File: config.mk
export PLATFORM = sky130hd
export DESIGN_NAME = button_array
export DESIGN_NICKNAME = d
export VERILOG_FILES = /design/src/rtl/button_array.sv
export SDC_FILE = /design/constraint.sdc
export NUM_CORES = 1
export LEC_CHECK = 0
export CORE_MARGIN = 2
export CORE_UTILIZATION = 55
export CTS_CLUSTER_DIAMETER = 50
export CTS_CLUSTER_SIZE = 28
export DETAILED_ROUTE_END_ITERATION = 10
export HOLD_SLACK_MARGIN = 0.08
export PLACE_DENSITY = 0.73
export SLEW_MARGIN = 20
export SYNTH_ARGS = -nofsm -noshare
export SYNTH_HDL_FRONTEND = slang
export SYNTH_SLANG_ARGS = --single-unit
File: constraint.sdc
create_clock -name clock -period 15.4 [get_ports clock]
set_input_delay 3.08 -clock clock [delete_from_list [all_inputs] [get_ports clock]]
set_output_delay 3.08 -clock clock [all_outputs]
set_load 0.1 [all_outputs]
File: src/rtl/button_array.sv
// button_array: 2-flop sync, tick-sampled debounce, lowest-index arbiter into a FWFT event FIFO.
// Press reaches the FIFO head 2 cycles after the debounced rise; on a full FIFO, pending bits are held. The BUTTON_RELEASE_EVENTS_EN macro adds release events.
module button_array #(
   parameter int NUM_BUTTONS      = 18,
   parameter int IDX_W            = 5,
   parameter int TICK_DIV         = 50000,
   parameter int DEBOUNCE_SAMPLES = 4,
   parameter int FIFO_DEPTH       = 8
) (
   input  logic                          clock,
   input  logic                          reset,
   input  logic [NUM_BUTTONS-1:0]        button_pins,
   output logic [NUM_BUTTONS-1:0]        buttons_state,
   output logic                          event_valid,
   output logic [IDX_W-1:0]              event_index,
   output logic                          event_release,
   input  logic                          event_pop,
   output logic [$clog2(FIFO_DEPTH):0]   event_count,
   output logic                          overflow,
   input  logic                          clear_overflow
);
   localparam int PTR_W = $clog2(FIFO_DEPTH);
   localparam int PRE_W = $clog2(TICK_DIV);
   localparam int CNT_W = 3;
   localparam logic [CNT_W-1:0] DB_LAST  = CNT_W'(DEBOUNCE_SAMPLES - 1);
   localparam logic [PRE_W-1:0] PRE_LAST = PRE_W'(TICK_DIV - 1);
   localparam logic [PTR_W:0]   FULL_CNT = (PTR_W+1)'(FIFO_DEPTH);
`ifdef BUTTON_RELEASE_EVENTS_EN
   localparam int ENTRY_W = IDX_W + 1;
`else
   localparam int ENTRY_W = IDX_W;
`endif

   logic [NUM_BUTTONS-1:0] sync_meta, sync_q, state_prev;
   logic [NUM_BUTTONS-1:0] pending, rise, press_clr, lost;
   logic [PRE_W-1:0]       presc;
   logic                   tick;
   logic [CNT_W-1:0]       db_cnt [NUM_BUTTONS];
   logic [IDX_W-1:0]       press_idx, push_idx;
   logic                   press_any, push, push_rel, do_pop, can_accept;
   logic [ENTRY_W-1:0]     mem [FIFO_DEPTH];
   logic [ENTRY_W-1:0]     head, push_entry;
   logic [PTR_W-1:0]       wr_ptr, rd_ptr;
   logic [PTR_W:0]         count;
`ifdef BUTTON_RELEASE_EVENTS_EN
   logic [NUM_BUTTONS-1:0] rel_pending, fall, rel_clr;
   logic [IDX_W-1:0]       rel_idx;
   logic                   rel_any;
`endif

   assign tick = (presc == PRE_LAST);
   assign rise = buttons_state & ~state_prev;

   always_ff @(posedge clock or posedge reset) begin
      if (reset) begin
         sync_meta     <= '0;
         sync_q        <= '0;
         state_prev    <= '0;
         buttons_state <= '0;
         presc         <= '0;
         for (int i = 0; i < NUM_BUTTONS; i++) db_cnt[i] <= '0;
      end else begin
         sync_meta  <= button_pins;
         sync_q     <= sync_meta;
         state_prev <= buttons_state;
         presc      <= tick ? '0 : presc + 1'b1;
         if (tick) begin
            for (int i = 0; i < NUM_BUTTONS; i++) begin
               if (sync_q[i] == buttons_state[i]) begin
                  db_cnt[i] <= '0;
               end else if (db_cnt[i] == DB_LAST) begin
                  buttons_state[i] <= sync_q[i];
                  db_cnt[i]        <= '0;
               end else begin
                  db_cnt[i] <= db_cnt[i] + 1'b1;
               end
            end
         end
      end
   end

   // Descending scan so the last hit written is the lowest set index.
   always_comb begin
      press_any = 1'b0;
      press_idx = '0;
      for (int i = NUM_BUTTONS - 1; i >= 0; i--) begin
         if (pending[i]) begin
            press_any = 1'b1;
            press_idx = IDX_W'(i);
         end
      end
   end

   assign do_pop     = event_pop && event_valid;
   assign can_accept = (count != FULL_CNT) || event_pop;

`ifdef BUTTON_RELEASE_EVENTS_EN
   assign fall = ~buttons_state & state_prev;

   always_comb begin
      rel_any = 1'b0;
      rel_idx = '0;
      for (int i = NUM_BUTTONS - 1; i >= 0; i--) begin
         if (rel_pending[i]) begin
            rel_any = 1'b1;
            rel_idx = IDX_W'(i);
         end
      end
   end

   assign push       = can_accept && (press_any || rel_any);
   assign push_rel   = !press_any;
   assign push_idx   = press_any ? press_idx : rel_idx;
   assign push_entry = {push_rel, push_idx};

   always_comb begin
      rel_clr = '0;
      for (int i = 0; i < NUM_BUTTONS; i++)
         rel_clr[i] = push && push_rel && (rel_idx == IDX_W'(i));
   end

   assign lost = (rise & pending & ~press_clr) | (fall & rel_pending & ~rel_clr);

   always_ff @(posedge clock or posedge reset) begin
      if (reset) rel_pending <= '0;
      else       rel_pending <= (rel_pending & ~rel_clr) | fall;
   end
`else
   assign push       = can_accept && press_any;
   assign push_rel   = 1'b0;
   assign push_idx   = press_idx;
   assign push_entry = push_idx;
   assign lost       = rise & pending & ~press_clr;
`endif

   always_comb begin
      press_clr = '0;
      for (int i = 0; i < NUM_BUTTONS; i++)
         press_clr[i] = push && !push_rel && (press_idx == IDX_W'(i));
   end

   always_ff @(posedge clock or posedge reset) begin
      if (reset) begin
         pending  <= '0;
         overflow <= 1'b0;
         wr_ptr   <= '0;
         rd_ptr   <= '0;
         count    <= '0;
      end else begin
         pending <= (pending & ~press_clr) | rise;
         if (|lost)               overflow <= 1'b1;
         else if (clear_overflow) overflow <= 1'b0;
         if (push)   wr_ptr <= wr_ptr + 1'b1;
         if (do_pop) rd_ptr <= rd_ptr + 1'b1;
         if (push && !do_pop)      count <= count + 1'b1;
         else if (!push && do_pop) count <= count - 1'b1;
      end
   end

   // Storage needs no reset: the head is gated by event_valid.
   always_ff @(posedge clock) begin
      if (push) mem[wr_ptr] <= push_entry;
   end

   assign head        = mem[rd_ptr];
   assign event_valid = (count != '0);
   assign event_index = event_valid ? head[IDX_W-1:0] : '0;
   assign event_count = count;
`ifdef BUTTON_RELEASE_EVENTS_EN
   assign event_release = event_valid & head[IDX_W];
`else
   assign event_release = 1'b0;
`endif
endmodule

Yosys cells after proc, flatten, opt, wreduce, memory -nomap -nowiden
Memory sizes are Yosys's and may differ from the RTL's.
Index checks and enable logic that the tools add are counted.
Word-level totals
  bits in writable memories: 40
  logic and storage cells: 277
  memories kept: 1
  input port bits: 22
  register bits after elaboration: 171
Memory list
  mem: depth 8, bits a word 5, read ports 1, clocked after memory_dff 0, wr ports 1, line 41  | logic [ENTRY_W-1:0] mem [FIFO_DEPTH];
Cells by class
  eq/ne operators: 55
  mux-type cells: 80
  reduce and logical (&&, ||, !) cells: 48
  $add $sub $neg: 23
  bitwise logic cells: 25
Operator list (number)
  two-way mux 3 bit: 36
  two-way mux 5 bit: 19
  bitwise AND 18 bit: 4
  adder 3 x 1 -> 3 bit, second input constant: 20
  == test 3 x 2 -> 1 bit, second input constant: 18
  AND reduction 3 bit: 18
  == test 5 x 4 -> 1 bit, second input constant: 8
  inverter 18 bit: 2
  logical AND 1 bit: 22
  two-way mux 1 bit: 22
  == test 5 x 3 -> 1 bit, second input constant: 4
  == test 1 bit: 18
  inverter 1 bit: 18
  bitwise OR 18 bit: 1
  OR reduction 18 bit: 1
  adder 16 x 1 -> 16 bit, second input constant: 1
  == test 16 bit, second input constant: 1
  two-way mux 16 bit: 1
  == test 5 x 2 -> 1 bit, second input constant: 2
  == test 5 bit, second input constant: 2
  two-way mux 4 bit: 2
  == test 5 x 1 -> 1 bit, second input constant: 1
  zero test 5 bit: 1
  adder 4 x 1 -> 4 bit, second input constant: 1
  6 further kinds: 8

Depth between registers and ports, before layout
Gate-level depths: netlist (run 1).
  depth after elaboration: 24
  mapped depth: 14

Worst setup path before layout (run 1)
OpenSTA, ideal clock, no wires.
  path type: register to output
  start: register count[0], in the netlist event_count[0]
  end: output event_index[0]
  buffers on the path: 0
  setup slack: 9.705 ns
  arrival: 2.615 ns
  cell stages (with the launch flop): 3
  data required time: 12.320 ns
  path through: dfrtp_1 > nor4_1 > nor2_1
Between the ends
  cells in the longest elaborated chain, start to end: 2
RTL lines
  start, declared: line 44  | logic [PTR_W:0] count;
  start signal, assigned: line 155  | if (push && !do_pop) count <= count + 1'b1;
  start signal, assigned: line 156  | else if (!push && do_pop) count <= count - 1'b1;
  nonzero test 4 bit: line 166  | assign event_valid = (count != '0);
  two-way mux 5 bit: line 167  | assign event_index = event_valid ? head[IDX_W-1:0] : '0;
  end, declared: line 15  | output logic [IDX_W-1:0] event_index,
Every way passes these cells.

Worst setup path in the final report (run 1)
  start: register rd_ptr[0]
  end: output event_index[1]
Between the ends
  cells in the longest elaborated chain, start to end: 2
RTL lines
  start, declared: line 43  | logic [PTR_W-1:0] wr_ptr, rd_ptr;
  start signal, assigned: line 154  | if (do_pop) rd_ptr <= rd_ptr + 1'b1;
  memory (8 x 5 bit)
  two-way mux 5 bit: line 167
Every way passes these cells.

==> results of run 1 <==
[per-layer routing]
metal,global-route usage (%),part of all wire (%)
met5,0,0
met3,2.89,4.4
met1,26.2,43
met2,35.0,50
met4,8.01,3.2
[state kept, by name, indices dropped and copies added (netlist names)]
register and flops:
db_cnt 54, mem 40, buttons_state 18, pending 18, state_prev 18, sync_meta 18
sync_q 18, presc 16, event_count 4, rd_ptr 3, wr_ptr 3, overflow 1
[worst max-delay path, stage by stage, from the launching register on]
cell and delay [ns]:
sky130_fd_sc_hd__dfrtp_1 0.77, sky130_fd_sc_hd__mux4_2 0.60, sky130_fd_sc_hd__mux2i_1 0.15, sky130_fd_sc_hd__nor2_1 0.05
sky130_fd_sc_hd__clkdlybuf4s50_1 1.00
[layout by cell type (no fill, tap or decap), types with 5 or more instances in the layout]
cell,n
sky130_fd_sc_hd__a21boi_0,5
sky130_fd_sc_hd__xnor2_1,24
sky130_fd_sc_hd__a2111oi_0,6
sky130_fd_sc_hd__edfxtp_1,40
sky130_fd_sc_hd__clkdlybuf4s50_1,50
sky130_fd_sc_hd__mux2_2,21
sky130_fd_sc_hd__xor2_1,14
sky130_fd_sc_hd__nor4_1,5
sky130_fd_sc_hd__mux2i_1,6
sky130_fd_sc_hd__a21o_1,8
sky130_fd_sc_hd__o21ai_0,41
sky130_fd_sc_hd__ha_1,24
sky130_fd_sc_hd__nand3b_1,10
sky130_fd_sc_hd__nand2b_1,19
sky130_fd_sc_hd__nand2_1,81
sky130_fd_sc_hd__mux4_2,10
sky130_fd_sc_hd__dfrtp_1,171
sky130_fd_sc_hd__clkbuf_16,19
sky130_fd_sc_hd__nor3_1,8
sky130_fd_sc_hd__and3_1,16
sky130_fd_sc_hd__nand3_1,28
sky130_fd_sc_hd__a21oi_1,12
sky130_fd_sc_hd__nor2_1,84
sky130_fd_sc_hd__inv_1,34
[how the worst min path moves through the flow]
| stage | slack [ns] | to |
|---|---|---|
| after floorplan | 0.33 | sync_q[0] |
| after global placement | 0.33 | sync_q[10] |
| after detailed placement | 0.33 | sync_q[8] |
| after CTS | 0.34 | sync_q[9] |
| after global routing | 0.34 | sync_q[9] |
| final | 0.33 | sync_q[9] |
[cell type report]
cell class | count | area [sq um]
inverters | 35 | 136
well taps | 216 | 270
repair buffers | 53 | 527
fillers | 1190 | 5620
clock buffers | 21 | 483
clock inverters | 13 | 119
flip-flops and latches | 211 | 5480
multi-input cells | 475 | 3130
[metrics by stage]
stage / power, mW / hold WS (ns) / cell area (sq um)
global placement: 1.05 / 0.333 / 9540
floorplan: 0.975 / 0.331 / 8820
CTS: 1.52 / 0.336 / 10100
global route: 1.58 / 0.336 / 10100
finish: 1.51 / 0.332 / 10100
detailed placement: 1.07 / 0.335 / 9540
[where the power goes]
group / switching (mW) / internal [mW]
registers: 0.0409 / 0.620
logic: 0.265 / 0.129
clock network: 0.217 / 0.238
[logic make-up after synthesis]
group | share of synthesized area, %
XOR/XNOR | 3.77
AO/OA/AOI/OAI | 7.08
buffers and inverters | 2.41
multiplexers | 5.92
other | 0.0425
adder cells (fa/ha/maj) | 3.63
flip-flops | 62.1
AND/OR/NAND/NOR | 15.0
==> results.py, run 1 <==
metrics = {
    "setup_path": {
        "crit_path_start": "rd_ptr[0]",
        "worstRegToRegCells": 12,
        "ff2ff_setup_slack_ns": 11.85,
        "worst-endpoint-required_ns": 12.32,
        "timing.critical_path.to": "event_index[1]",
        "critical_path_arrival_ns": 3.08,
        "critical_path_class": "reg -> out",
        "rr_startpoint": "pending[3]",
        "crit_path_start_kind": "register",
        "worst_r2r_endpoint": "event_count[3]",
        "crit_path_end_kind": "output port",
        "crit_fanout": 12,
    },
    "pwr": {
        "pwr_density_cell_mw_per_mm2": 149,
        "ir_drop_mv": 0.154,
        "static-leakage-power_nw": 4.61,
    },
    "timing": {
        "max_clock_freq_mhz": 162,
        "fin_crit_sh_pct": 40.0,
        "timing.final.max_slew_violations": 0,
        "report.final.setup_viol": 0,
        "pin_slew_with_the_least_headroom_to_its_limit_ns": 0.991,
        "min_period_ns": 6.16,
        "setup-tns-final_ns": 0,
        "rsz0062_at_grt": "false",
        "skew_ns": 0.0265,
        "timing.final.hold_violations": 0,
        "fin_ws_ns": 9.24,
        "timing.max_slew.rel_slack_pct": 33.7,
    },
    "cells_and_area": {
        "utilization_pct": 64.4,
        "antennaDiodeCount": 0,
        "area.growth.synth_to_final_pct": 15.1,
        "drive_above_1_share_pct": 9.16,
        "fin_nets": 842,
        "count_of_placed_standard_cells_in_the_final_layout_fillers_left_out": 1024,
    },
    "floorplan": {
        "horizontal_extent_of_the_die_um": 131,
        "die_height_um": 131,
        "fp-row-count": 46,
        "area_enclosed_by_the_die_boundary_sq_mm": 0.0171,
        "num_ports": 52,
        "floorplan.initialDensity_pct": 55.9,
        "core-area_sq_mm": 0.0158,
    },
    "yosys": {
        "synth_cell_types": 63,
        "synth.top_cells.by_count": "sky130_fd_sc_hd__dfrtp_1, sky130_fd_sc_hd__nor2_1, sky130_fd_sc_hd__nand2_1, sky130_fd_sc_hd__o21ai_0, sky130_fd_sc_hd__edfxtp_1",
        "yosysWarningCount": 0,
        "yosys.cell_count.top_type": "sky130_fd_sc_hd__dfrtp_1",
        "synth.ff_latch_count": 211,
        "post-synth-top-area-fraction_pct": 48.5,
        "syn_nets": 788,
        "post_synth_inst_count": 741,
        "ys_top_cells_by_area": "sky130_fd_sc_hd__dfrtp_1, sky130_fd_sc_hd__edfxtp_1, sky130_fd_sc_hd__nor2_1, sky130_fd_sc_hd__nand2_1, sky130_fd_sc_hd__ha_1",
        "synth-edff-count": 40,
        "synth.cell_area_sq_mm": 0.00882,
        "sequential_element_share_of_the_synthesized_area_pct": 62.1,
        "synth_flop_cell": "sky130_fd_sc_hd__dfrtp_1",
        "post-synth-top-area-cell": "sky130_fd_sc_hd__dfrtp_1",
        "syn-mean-instance-area_sq_um": 11.9,
        "synth-async-reset-ratio_pct": 81.0,
    },
    "routing": {
        "drt_drc_violations_left": 0,
        "first_iter_violations": 450,
        "postRouteAntennaNets": 0,
        "route.final.wire_length_mm": 16.3,
        "wl_per_cell_um": 15.9,
        "vias": 5670,
        "via_per_inst": 5.54,
        "drt_pass1_iterations": 5,
    },
    "clocking": {
        "ctsHtreeMaxLevel": 1,
        "cts.repair.resized": 0,
        "cts.repair_timing.setup_buffer_count": 0,
        "tritoncts": "yes",
        "cts-buffers-inserted": 19,
        "cts.reportedPaths.clkPinSlew_ns": 0.08,
        "clock_sink_count": 211,
        "cts.root.buffer_cell": "sky130_fd_sc_hd__clkbuf_16",
        "clock_insertion_delay_worst_skew_ns": 0.50,
        "ctsLongestPathBuffers": 3,
        "cts_hold_buf": 0,
    },
    "grt": {
        "grt_antenna_before_repair": 0,
        "grt.total_usage_pct": 20.3,
        "global_route.overflow_total": 0,
        "global_route_wire_length_before_repair_mm": 27.7,
        "largest_net_degree_at_the_start_of_global_routing": 92,
        "first_global_vias": 5845,
    },
    "min_path": {
        "min_path_cells": 0,
        "worstHoldPathType": "reg -> reg",
        "worstHoldStart": "sync_meta[9]",
    },
    "job": {
        "cap_violations": 0,
    },
    "placed_design": {
        "finalWeightedCongestion": 0.940,
        "pre_cts_ws_ns": 9.54,
        "detailedPlacementHpwl_mm": 11.3,
        "numPlacedInstances": 990,
        "io_buffers": 50,
    },
    "status": {
        "result_of_the_run": "complete, no violations",
    },
}
Note: power is estimated with default switching activity, not from simulation.
==> run 2, diff against run 1 <==
- clock period: 15.4 -> 6.1 ns (I/O delays scaled with it)
==> results.py, run 2 (synthesis gave the netlist of run 1 again) <==
metrics = {
    "status": {
        "result_of_the_run": "complete, no violations",
    },
    "pwr": {
        "power.internal_mw": 2.55,
        "switching_power_mw": 1.33,
        "clock_power_share_pct": 30.9,
        "static-leakage-power_nw": 4.62,
        "finalPower_mw": 3.88,
        "p_comb_share_pct": 26.1,
        "sw_frac_of_total_pct": 34.4,
        "pwr_density_cell_mw_per_mm2": 381,
        "p_seq_share_pct": 43.1,
        "ir_drop_mv": 0.379,
    },
    "clocking": {
        "tritoncts": "yes",
        "cts.root.buffer_cell": "sky130_fd_sc_hd__clkbuf_16",
        "cts.repair.resized": 0,
        "cts_hold_buf": 0,
        "ctsHtreeMaxLevel": 1,
        "cts.repair_timing.setup_buffer_count": 0,
        "cts.reportedPaths.clkPinSlew_ns": 0.07,
        "cts-buffers-inserted": 19,
        "clock_insertion_delay_worst_skew_ns": 0.48,
        "clock_sink_count": 211,
        "ctsLongestPathBuffers": 3,
    },
    "setup_path": {
        "worstRegToRegCells": 12,
        "crit_path_start_kind": "register",
        "rr_startpoint": "pending[2]",
        "ff2ff_setup_slack_ns": 2.57,
        "critical_path_class": "reg -> out",
        "crit_chain": "mux4_2 > mux2i_1 > nor2_1 > clkdlybuf4s50_1",
        "worst_r2r_endpoint": "event_count[3]",
        "worst-endpoint-required_ns": 4.88,
        "critical_path_arrival_ns": 3.08,
        "crit_fanout": 12,
        "slowest_delay_ns": 1.00,
        "slowest_stage": "sky130_fd_sc_hd__clkdlybuf4s50_1",
        "crit_path_end_kind": "output port",
    },
    "timing": {
        "fin_crit_sh_pct": 70.5,
        "skew_ns": 0.0133,
        "report.final.setup_viol": 0,
        "timing.max_slew.rel_slack_pct": 31.2,
        "fin_ws_ns": 1.80,
        "pin_slew_with_the_least_headroom_to_its_limit_ns": 1.03,
        "min_period_ns": 4.30,
        "timing.final.hold_violations": 0,
        "max_clock_freq_mhz": 233,
        "rsz0062_at_grt": "false",
        "setup-tns-final_ns": 0,
        "timing.final.max_slew_violations": 0,
    },
    "cells_and_area": {
        "mostFrequentLayoutCell": "sky130_fd_sc_hd__dfrtp_1",
        "area.growth.synth_to_final_pct": 15.4,
        "reg.largest.list": "db_cnt x54, mem x40",
        "utilization_pct": 64.5,
        "largest_register_ffs": 54,
        "nFillCells": 1226,
        "fin_nets": 842,
        "final-seq-area_sq_mm": 0.00548,
        "most-common-layout-cells": "sky130_fd_sc_hd__dfrtp_1, sky130_fd_sc_hd__nor2_1, sky130_fd_sc_hd__nand2_1",
        "largest-register": "db_cnt",
        "drive_above_1_share_pct": 9.54,
        "multi_input_area_sq_mm": 0.00313,
        "antennaDiodeCount": 0,
    },
    "grt": {
        "largest_net_degree_at_the_start_of_global_routing": 83,
        "grt.total_usage_pct": 20.3,
        "grt_antenna_before_repair": 0,
        "first_global_vias": 5665,
        "global_route_wire_length_before_repair_mm": 27.7,
        "global_route.overflow_total": 0,
    },
    "min_path": {
        "worstHoldStart": "sync_meta[12]",
        "worstHoldEndpoint": "sync_q[12]",
        "worstHoldPathType": "reg -> reg",
        "min_path_cells": 0,
    },
    "routing": {
        "wl_per_cell_um": 16.1,
        "via_per_inst": 5.48,
        "postRouteAntennaNets": 0,
        "drt_drc_violations_left": 0,
        "route.final.wire_length_mm": 16.5,
        "first_iter_violations": 370,
        "drt_pass1_iterations": 5,
        "vias": 5603,
    },
    "floorplan": {
        "num_ports": 52,
        "core-area_sq_mm": 0.0158,
        "die_height_um": 131,
        "area_enclosed_by_the_die_boundary_sq_mm": 0.0171,
        "fp-row-count": 46,
        "horizontal_extent_of_the_die_um": 131,
        "floorplan.initialDensity_pct": 55.9,
    },
    "placed_design": {
        "detailedPlacementHpwl_mm": 11.5,
        "io_buffers": 50,
        "pre_cts_ws_ns": 2.07,
        "finalWeightedCongestion": 0.964,
    },
    "job": {
        "cap_violations": 0,
    },
}
-- run 2: changes by cell type in the layout (fill, tap and decap cells not counted), sizes merged --
cell and change:
clkinvlp +1, inv +1, bufinv +1, clkinv -4
-- run 2: worst max-delay path: cells and delay by family (launching register included) --
kind	cells	cell delay, ns
buffers and inverters	1	1.00
multiplexers	2	0.76
flip-flops	1	0.79
AND/OR/NAND/NOR	1	0.05
-- run 2: worst max-delay path by stage --
stage | start | to | cells after the start
floorplan | reset | buttons_state[0] | 1
global placement | event_pop | event_count[3] | 12
detailed placement | event_pop | event_count[3] | 12
CTS | rd_ptr[0] | event_index[1] | 4
global route | rd_ptr[0] | event_index[2] | 4
finish | rd_ptr[0] | event_index[1] | 4
-- run 2: routing by layer --
layer	track usage (%)	routed length [um]
met1	26.8	7180
met2	35.6	8330
met3	3.01	605
met4	5.51	363
met5	0	0
-- run 2: power by group through the flow --
stage          combinational [mW]  clock (mW)  sequential, mW
6_report                     1.01        1.20            1.67
2_1_floorplan               0.722           0            1.74
4_1_cts                      1.02        1.23            1.67
3_3_place_gp                0.982           0            1.69
3_5_place_dp                 1.02           0            1.70
5_1_grt                      1.09        1.28            1.69
-- run 2: through the flow --
step	area, sq um	cells	hold WS (ns)
floorplan	8820	741	0.331
global placement	9540	990	0.333
detailed placement	9540	990	0.336
CTS	10200	1023	0.344
global route	10200	1023	0.352
finish	10200	1023	0.341
-- run 2: layout make-up --
type                            count  share of cell area (%)
Tap cell                          216                    2.66
Timing Repair Buffer               53                    5.14
Inverter                           35                    1.34
Clock inverter                     12                    1.39
Clock buffer                       21                    4.84
Sequential cell                   211                    53.8
Multi-Input combinational cell    475                    30.8
==> run 3, diff against run 2 <==
- CORE_UTILIZATION: 55 -> 53
- clock period: 6.1 -> 3.5 ns (I/O delays scaled with it)
==> results.py, run 3 (synthesis gave the netlist of run 1 again) <==
metrics = {
    "pwr": {
        "power.internal_mw": 4.63,
        "p_seq_share_pct": 40.7,
        "pwr_density_cell_mw_per_mm2": 687,
        "sw_frac_of_total_pct": 35.3,
        "switching_power_mw": 2.53,
        "ir_drop_mv": 0.524,
        "p_comb_share_pct": 25.1,
        "clock_power_share_pct": 34.1,
        "static-leakage-power_nw": 4.83,
    },
    "timing": {
        "setup-tns-final_ns": 0,
        "timing.final.max_slew_violations": 0,
        "max_clock_freq_mhz": 322,
        "skew_ns": 0.0144,
        "timing.max_slew.rel_slack_pct": 38.3,
        "min_period_ns": 3.11,
        "pin_slew_with_the_least_headroom_to_its_limit_ns": 0.918,
        "hold_ws_ns": 0.347,
        "rsz0062_at_grt": "false",
        "timing.final.hold_violations": 0,
        "report.final.setup_viol": 0,
        "fin_crit_sh_pct": 88.8,
    },
    "floorplan": {
        "die_height_um": 133,
        "core-area_sq_mm": 0.0164,
        "area_enclosed_by_the_die_boundary_sq_mm": 0.0177,
        "num_ports": 52,
        "horizontal_extent_of_the_die_um": 133,
        "floorplan.initialDensity_pct": 53.8,
        "fp-row-count": 47,
    },
    "min_path": {
        "worstHoldEndpoint": "sync_q[8]",
        "worstHoldPathType": "reg -> reg",
        "worstHoldStart": "sync_meta[8]",
        "min_path_cells": 0,
    },
    "cells_and_area": {
        "fin_nets": 861,
        "antennaDiodeCount": 0,
        "mostFrequentLayoutCell": "sky130_fd_sc_hd__dfrtp_1",
        "utilization_pct": 63.6,
        "area.growth.synth_to_final_pct": 18.2,
        "count_of_placed_standard_cells_in_the_final_layout_fillers_left_out": 1050,
        "reg.largest.list": "db_cnt x54, mem x40",
        "postLayoutCellArea_sq_mm": 0.0104,
        "largest_register_ffs": 54,
        "largest-register": "db_cnt",
        "drive_above_1_share_pct": 15.9,
        "nFillCells": 1250,
        "most-common-layout-cells": "sky130_fd_sc_hd__dfrtp_1, sky130_fd_sc_hd__nor2_1, sky130_fd_sc_hd__nand2_1",
    },
    "grt": {
        "global_route.overflow_total": 0,
        "first_global_vias": 5941,
        "grt.total_usage_pct": 20.6,
        "largest_net_degree_at_the_start_of_global_routing": 50,
        "global_route_wire_length_before_repair_mm": 29.8,
        "grt_antenna_before_repair": 0,
    },
    "clocking": {
        "clock_sink_count": 211,
        "ctsHtreeMaxLevel": 1,
        "cts.root.buffer_cell": "sky130_fd_sc_hd__clkbuf_16",
        "cts_hold_buf": 0,
        "cts.reportedPaths.clkPinSlew_ns": 0.07,
        "ctsLongestPathBuffers": 3,
        "clock_insertion_delay_worst_skew_ns": 0.51,
        "cts-buffers-inserted": 23,
        "tritoncts": "yes",
    },
    "setup_path": {
        "ff2ff_setup_slack_ns": 0.40,
        "critical_path_class": "reg -> out",
        "worst_r2r_endpoint": "event_count[3]",
        "crit_path_start_kind": "register",
        "crit_fanout": 12,
        "crit_path_end_kind": "output port",
        "worst-endpoint-required_ns": 2.80,
        "worstRegToRegCells": 12,
        "critical_path_arrival_ns": 2.41,
        "rr_startpoint": "pending[2]",
    },
    "routing": {
        "wl_per_cell_um": 16.6,
        "route.final.wire_length_mm": 17.4,
        "via_per_inst": 5.45,
        "drt_drc_violations_left": 0,
        "postRouteAntennaNets": 0,
        "drt_pass1_iterations": 4,
        "vias": 5720,
        "first_iter_violations": 309,
    },
    "placed_design": {
        "finalWeightedCongestion": 0.824,
        "io_buffers": 50,
        "dpl_cell_area_sq_mm": 0.00963,
        "numPlacedInstances": 1009,
        "detailedPlacementHpwl_mm": 12.4,
    },
    "status": {
        "result_of_the_run": "complete, no violations",
    },
    "job": {
        "cap_violations": 0,
    },
}
-- run 3: cell types whose count changed in the layout (fill, tap and decap cells not counted), sizes merged --
| cell | change |
|---|---|
| buf | +44 |
| clkdlybuf4s50 | -29 |
| clkbuf | +4 |
| clkinv | +2 |
| inv | +2 |
| bufinv | -1 |
| clkinvlp | +1 |
-- run 3: through the flow --
stage / power, mW / setup WS (ns)
floorplan: 4.30 / 0.188
global placement: 4.73 / 0.328
detailed placement: 4.78 / 0.280
CTS: 7.24 / 0.277
global route: 7.47 / 0.183
finish: 7.17 / 0.392
-- run 3: layout make-up --
type	count	area, sq um	area share [%]
Clock buffer	25	593	5.69
Clock inverter	16	199	1.91
Inverter	35	135	1.30
Multi-Input combinational cell	475	3150	30.2
Sequential cell	211	5480	52.5
Tap cell	220	275	2.64
Timing Repair Buffer	68	601	5.76
-- run 3: power groups by stage --
stage                     sequential (mW)  clock (mW)  combinational (mW)
after global routing                 2.95        2.59                1.94
after CTS                            2.92        2.51                1.82
final                                2.92        2.45                1.80
after detailed placement             2.97           0                1.81
after global placement               2.95           0                1.78
after floorplan                      3.03           0                1.26
-- run 3: worst max path at each step --
stage                   startpoint  cells after the start        endpoint  slack [ns]
finish                   rd_ptr[0]                      4  event_index[4]        0.39
global route            pending[2]                     12  event_count[3]        0.18
CTS                     pending[2]                     12  event_count[3]        0.28
detailed placement      pending[2]                     12  event_count[3]        0.28
global placement         event_pop                     12  event_count[3]        0.33
floorplan           event_count[0]                     11  event_count[3]        0.19
-- run 3: routing by layer --
metal / track usage (%) / vias up / share of wire [%]
li1: - / 2723 / -
met1: 27.0 / 2864 / 43
met2: 36.4 / 111 / 51
met3: 3.18 / 22 / 4.0
met4: 5.02 / 0 / 1.7
met5: 0 / - / 0
-- run 3: timing repair --
| action | in CTS | in global routing |
|---|---|---|
| setup buffers | 0 | 0 |
| endpoints found under the setup margin | 0 | 1 |
| gates resized for setup | 0 | 1 |
-- run 3: worst max-delay path: stages (launching register included) --
cell and delay (ns):
sky130_fd_sc_hd__dfrtp_1 0.80, sky130_fd_sc_hd__mux4_2 0.59, sky130_fd_sc_hd__mux2i_1 0.20, sky130_fd_sc_hd__nor2_1 0.06, sky130_fd_sc_hd__buf_4 0.26
==> variant 1: new RTL, settings of run 2 <==
`pending` no longer has a reset.
--- a/src/rtl/button_array.sv
+++ b/src/rtl/button_array.sv
@@ -141,13 +141,11 @@
 
    always_ff @(posedge clock or posedge reset) begin
       if (reset) begin
-         pending  <= '0;
          overflow <= 1'b0;
          wr_ptr   <= '0;
          rd_ptr   <= '0;
          count    <= '0;
       end else begin
-         pending <= (pending & ~press_clr) | rise;
          if (|lost)               overflow <= 1'b1;
          else if (clear_overflow) overflow <= 1'b0;
          if (push)   wr_ptr <= wr_ptr + 1'b1;
@@ -155,6 +153,10 @@
          if (push && !do_pop)      count <= count + 1'b1;
          else if (!push && do_pop) count <= count - 1'b1;
       end
+   end
+
+   always_ff @(posedge clock) begin
+      pending <= (pending & ~press_clr) | rise;
    end
 
    // Storage needs no reset: the head is gated by event_valid.
Check against the original RTL: same outputs for any inputs over 10 cycles, from zero or initial values and one cycle with reset high; that may be too few to reach the edited logic, so the function may still have changed.
==> variant 1 against run 2 <==
Synthesized area hardly changed. Sequential cell count unchanged. Design area shrank 0.41%. Routed wire length grew 1.1%. Sequential power grew 17%. Power grew 28%. Highest routed layer unchanged. Die area hardly changed. Setup slack improved by 0.060 ns. Synthesized cell count grew 0.81%. Utilization down 0.26 points.
==> variant 1: results (changes against run 2) <==
** Synthesis
- Number of distinct library cells after synthesis :: 60 (was 63)
- Fraction of synthesis flops using an asynchronous set or reset pin :: 0.725 (was 0.810)
- Cell types with the largest area share after synthesis: sky130_fd_sc_hd__dfrtp_1 43%, sky130_fd_sc_hd__edfxtp_1 14%, sky130_fd_sc_hd__dfxtp_1 4.1% (was sky130_fd_sc_hd__dfrtp_1 49%, sky130_fd_sc_hd__edfxtp_1 14%, sky130_fd_sc_hd__nor2_1 3.6%).
- The post-synthesis area per instance is 11.8 um2 (was 11.9 um2).
- Most common library cells after synthesis :: 153 x sky130_fd_sc_hd__dfrtp_1, 80 x sky130_fd_sc_hd__nor2_1, 79 x sky130_fd_sc_hd__nand2_1, 40 x sky130_fd_sc_hd__edfxtp_1, 37 x sky130_fd_sc_hd__inv_1 (was 171 x sky130_fd_sc_hd__dfrtp_1, 84 x sky130_fd_sc_hd__nor2_1, 81 x sky130_fd_sc_hd__nand2_1, 41 x sky130_fd_sc_hd__o21ai_0, 40 x sky130_fd_sc_hd__edfxtp_1)
- The sequential cell area fraction in the yosys report is 0.612 (was 0.621).
- Net count after synthesis :: 794 (was 788)

** Placed design
- Placed instance count :: 994 (was 990)
- The half-perimeter wire length after placement is 11400 um (was 11500 um).
- Worst setup slack after placement :: 2.11 ns (was 2.07 ns)
- RD Place Congestion :: 0.888 (was 0.964)

** Hold path
- The kind of path behind the tightest hold check was register to register (unchanged).

** Routing
- Drt initial violations :: 361 (was 370)
- Wire length on met1 :: 7230 um (was 7180 um)
- Total wirelength of the detailed-routed design :: 16700 um (was 16500 um)
- Met3 layer wire length in the routed design :: 686 um (was 605 um)
- Routed wire length on met2 :: 8200 um (was 8330 um)
- Post-detailed-route wirelength per cell :: 16.2 um (was 16.1 um)
- Detailed-route via count :: 5660 (was 5603)

** Worst setup path
- The startpoint of the most critical register-to-register path is pending[7]$_DFF_P_ (was pending[2]$_DFF_PP0_).
- The endpoint of the worst register-to-register path was event_count[3]$_DFFE_PP0P_ (unchanged).
- The endpoint of the most critical setup path is event_index[4] (was event_index[1]).
- The worst reg-to-reg setup slack came to 2.94 ns (was 2.57 ns).
- Worst path arrival time :: 3.02 ns (was 3.08 ns)
- Number of cells on the worst reg-to-reg path :: 11 (was 12)

** Global routing
- Via count of the first global-routing pass :: 5786 (was 5665)
- First-pass GRT wire length :: 28100 um (was 27700 um)
- Maximum number of pins on one net before global-route repair :: 104 (was 83)
- The total global-route track usage was 0.206 (was 0.203).

** Final layout
- The fraction of final layout cells sized beyond drive strength 1 was 0.101 (was 0.0954).
- Number of fill cells :: 1199 (was 1226)
- The net count of the finished layout was 846 (was 842).

** Pwr
- Max IR drop VDD :: 0.000566 V (was 0.000379 V)
- The leakage dissipation was 0.00457 uW (was 0.00462 uW).

** STA
- Worst clock skew :: 0.0272 ns (was 0.0133 ns)
- The worst setup margin was 1.86 ns (was 1.80 ns).

** Outcome
- Result of the run: finished clean (unchanged).
## variant 1: cell count changes after synthesis, moves of 4 or more
cell / delta
sky130_fd_sc_hd__o22ai_1: +4
sky130_fd_sc_hd__buf_2: +4
sky130_fd_sc_hd__o21ai_0: -5
sky130_fd_sc_hd__nand2b_1: -7
sky130_fd_sc_hd__o31ai_1: +7
sky130_fd_sc_hd__nand3_1: -5
sky130_fd_sc_hd__nor2_1: -4
sky130_fd_sc_hd__nor2b_1: +7
sky130_fd_sc_hd__dfxtp_1: +18
sky130_fd_sc_hd__nand3b_1: +6
sky130_fd_sc_hd__dfrtp_1: -18
## variant 1: logic make-up (layout without fill, tap and decap cells)
group | count (synthesis) | in the layout | share of synthesized area
xor+xnor | 39 | 39 | 0.0388
simple gates | 276 | 276 | 0.151
buf+inv | 59 | 123 | 0.0273
flops | 211 | 211 | 0.612
fa+ha+maj | 25 | 25 | 0.0363
compound gates | 100 | 100 | 0.0768
other cells | 1 | 1 | 0.000426
mux | 36 | 36 | 0.0581
## variant 1: metal layers
layer,up-vias,GRT usage
met5,-,0
met4,0,0.0776
met3,47,0.0305
met2,138,0.348
met1,2777,0.274
li1,2698,-
## variant 1: area by class of cell
cell class	count	share of cell area
flip-flops and latches	211	0.532
clock buffers	20	0.0473
well taps	216	0.0267
inverters	37	0.0142
multi-input cells	477	0.314
repair buffers	53	0.0516
clock inverters	13	0.0141
## variant 1: critical path, delay by kind of cell (launching register included)
family / cells / cell delay, ns
buffers and inverters: 1 / 1.00
flip-flops: 1 / 0.75
multiplexers: 2 / 0.75
AND/OR/NAND/NOR: 1 / 0.05
## variant 1: report_power, final
part	total (uW)	leakage (uW)	internal [uW]	switching, uW
Combinational	1830	0.00173	564	1260
Clock	1190	0.000305	640	550
Sequential	1960	0.00253	1790	172
## variant 1: how the worst min path moves through the flow
stage                             from  slack (ns)              endpoint  cells past startpoint
2_1_floorplan   sync_meta[0]$_DFF_PP0_        0.33   sync_q[0]$_DFF_PP0_                      0
3_3_place_gp    sync_meta[1]$_DFF_PP0_        0.33   sync_q[1]$_DFF_PP0_                      0
3_5_place_dp   sync_meta[13]$_DFF_PP0_        0.33  sync_q[13]$_DFF_PP0_                      0
4_1_cts        sync_meta[12]$_DFF_PP0_        0.34  sync_q[12]$_DFF_PP0_                      0
5_1_grt         sync_meta[5]$_DFF_PP0_        0.35   sync_q[5]$_DFF_PP0_                      0
6_report       sync_meta[12]$_DFF_PP0_        0.34  sync_q[12]$_DFF_PP0_                      0
## variant 1: metrics by stage
stage	power (uW)	hold WS, ns	cell area, um2
6_report	4980	0.342	10100
3_3_place_gp	3770	0.334	9510
5_1_grt	5230	0.348	10100
2_1_floorplan	3330	0.331	8810
3_5_place_dp	3810	0.335	9510
4_1_cts	5010	0.343	10100
==> variant 2: new RTL, settings of run 2 <==
Made on the original files. The localparam `CNT_W` goes from 3 to 5.
--- a/src/rtl/button_array.sv
+++ b/src/rtl/button_array.sv
@@ -21,7 +21,7 @@
 );
    localparam int PTR_W = $clog2(FIFO_DEPTH);
    localparam int PRE_W = $clog2(TICK_DIV);
-   localparam int CNT_W = 3;
+   localparam int CNT_W = 5;
    localparam logic [CNT_W-1:0] DB_LAST  = CNT_W'(DEBOUNCE_SAMPLES - 1);
    localparam logic [PRE_W-1:0] PRE_LAST = PRE_W'(TICK_DIV - 1);
    localparam logic [PTR_W:0]   FULL_CNT = (PTR_W+1)'(FIFO_DEPTH);
Behaviour: same outputs for any inputs over 10 cycles, from zero or initial values and one cycle with reset high; that may be too few to reach the edited logic, so the function may still have changed.
==> variant 2 against run 2 <==
Count of clock-buffer cells in the layout up 6. Routed wire length up 20%. Synthesized area up 22%. Global-route usage down 0.31 points. Die area up 22%. Setup slack worse by 0.062 ns. Power up 37%. Design area up 23%. Sequential cell count up 36. Largest power group unchanged.
==> variant 2: results (changes against run 2) <==
** Outcome
- Result of the run: finished clean (unchanged).

** Placed design
- The last weighted congestion value of the routability-driven placer was 0.835 (was 0.964).

** Clocking
- The number of buffers inserted during clock tree synthesis was 26 (was 19).

** Final layout
- The fraction of final layout cells sized beyond drive strength 1 is 0.0913 (was 0.0954).
- Registers with the highest flip-flop counts: db_cnt (90), mem (40) (was db_cnt (54), mem (40)).
- The net count of the finished layout was 1057 (was 842).

** Synthesis
- The multiplexer area fraction after synthesis came to 0.0423 (was 0.0592).
- Most common library cells after synthesis :: 207 x sky130_fd_sc_hd__dfrtp_1, 122 x sky130_fd_sc_hd__o21ai_0, 100 x sky130_fd_sc_hd__nand2_1, 75 x sky130_fd_sc_hd__nor2_1, 40 x sky130_fd_sc_hd__edfxtp_1 (was 171 x sky130_fd_sc_hd__dfrtp_1, 84 x sky130_fd_sc_hd__nor2_1, 81 x sky130_fd_sc_hd__nand2_1, 41 x sky130_fd_sc_hd__o21ai_0, 40 x sky130_fd_sc_hd__edfxtp_1)
- Net count after synthesis :: 1002 (was 788)
- Fraction of synthesis flops using an asynchronous set or reset pin :: 0.838 (was 0.810)
- Synth Area in XOR/XNOR :: 0.0333 (was 0.0377)
- The number of unique standard cell types used by synthesis was 62 (was 63).
- The post-synthesis share of cell area spent on full adders, half adders and majority gates is 0.0297 (was 0.0363).
- Sequential area share after synthesis :: 0.592 (was 0.621)
- Cell types with the largest area share after synthesis: sky130_fd_sc_hd__dfrtp_1 48%, sky130_fd_sc_hd__edfxtp_1 11%, sky130_fd_sc_hd__o21ai_0 5.7% (was sky130_fd_sc_hd__dfrtp_1 49%, sky130_fd_sc_hd__edfxtp_1 14%, sky130_fd_sc_hd__nor2_1 3.6%).

** Worst setup path
- Worst path arrival time :: 3.14 ns (was 3.08 ns)
- The startpoint of the most critical register-to-register path is presc[7]$_DFF_PP0_ (was pending[2]$_DFF_PP0_).
- Endpoint of the lowest-slack register-to-register path :: db_cnt[33]$_DFFE_PP0N_ (was event_count[3]$_DFFE_PP0P_)
- The cell count of the worst reg-to-reg path is 7 (was 12).

** Global routing
- Global-route track usage on met3 :: 0.0301 (about the same)
- Maximum number of pins on one net before global-route repair :: 182 (was 83)
- GRT Overall Usage :: 0.200 (was 0.203)
- The met1 usage came to 0.282 (was 0.268).
- Via count of the first global-routing pass :: 6919 (was 5665)
- Met2 capacity usage during global routing :: 0.327 (was 0.356)

** Routing
- Total wirelength of the detailed-routed design :: 19700 um (was 16500 um)

** STA
- The worst slew margin relative to its limit came to 0.309 (was 0.312).
[variant 2: where the power goes]
part / switching [uW] / internal [uW]
registers: 148 / 1950
clock network: 753 / 896
logic: 1040 / 524
[variant 2: cells by family after synthesis]
logic type      after synthesis
simple gates                348
flops                       247
compound gates              210
buf+inv                      52
xor+xnor                     41
mux                          31
fa+ha+maj                    25
other cells                   1
[variant 2: cell type report]
type	instances	area (um2)	area share
Clock buffer	27	664	0.0532
Timing Repair Buffer	52	528	0.0422
Inverter	27	105	0.00841
Tap cell	265	332	0.0265
Sequential cell	247	6380	0.511
Clock inverter	21	274	0.0219
Multi-Input combinational cell	656	4220	0.337
[variant 2: layer usage]
layer | up-vias | routed length (um)
met5 | - | 0
met2 | 112 | 9580
met3 | 31 | 633
met4 | 0 | 443
met1 | 3566 | 9060
li1 | 3558 | -
[variant 2: how the worst min path moves through the flow]
stage	depth (start not counted)	endpoint	startpoint
finish	0	sync_q[10]$_DFF_PP0_	sync_meta[10]$_DFF_PP0_
global placement	0	sync_q[12]$_DFF_PP0_	sync_meta[12]$_DFF_PP0_
global route	0	sync_q[8]$_DFF_PP0_	sync_meta[8]$_DFF_PP0_
detailed placement	0	sync_q[3]$_DFF_PP0_	sync_meta[3]$_DFF_PP0_
floorplan	0	sync_q[0]$_DFF_PP0_	sync_meta[0]$_DFF_PP0_
CTS	0	sync_q[3]$_DFF_PP0_	sync_meta[3]$_DFF_PP0_
[variant 2: per-stage QoR]
stage / total power (uW) / hold slack (ns) / area, um2 / cells / worst slack [ns]
after global routing: 5590 / 0.357 / 12500 / 1295 / 1.59
after floorplan: 3330 / 0.331 / 10800 / 955 / 2.19
final: 5310 / 0.347 / 12500 / 1295 / 1.74
after CTS: 5360 / 0.350 / 12500 / 1295 / 1.69
after detailed placement: 3700 / 0.335 / 11600 / 1247 / 2.18
after global placement: 3670 / 0.332 / 11600 / 1247 / 2.27
[variant 2: critical path, cell delays in order (launching register included)]
cell and delay [ns]:
sky130_fd_sc_hd__dfrtp_1 0.78, sky130_fd_sc_hd__mux4_2 0.60, sky130_fd_sc_hd__mux2i_1 0.16, sky130_fd_sc_hd__nor2_1 0.05, sky130_fd_sc_hd__clkdlybuf4s50_1 1.00
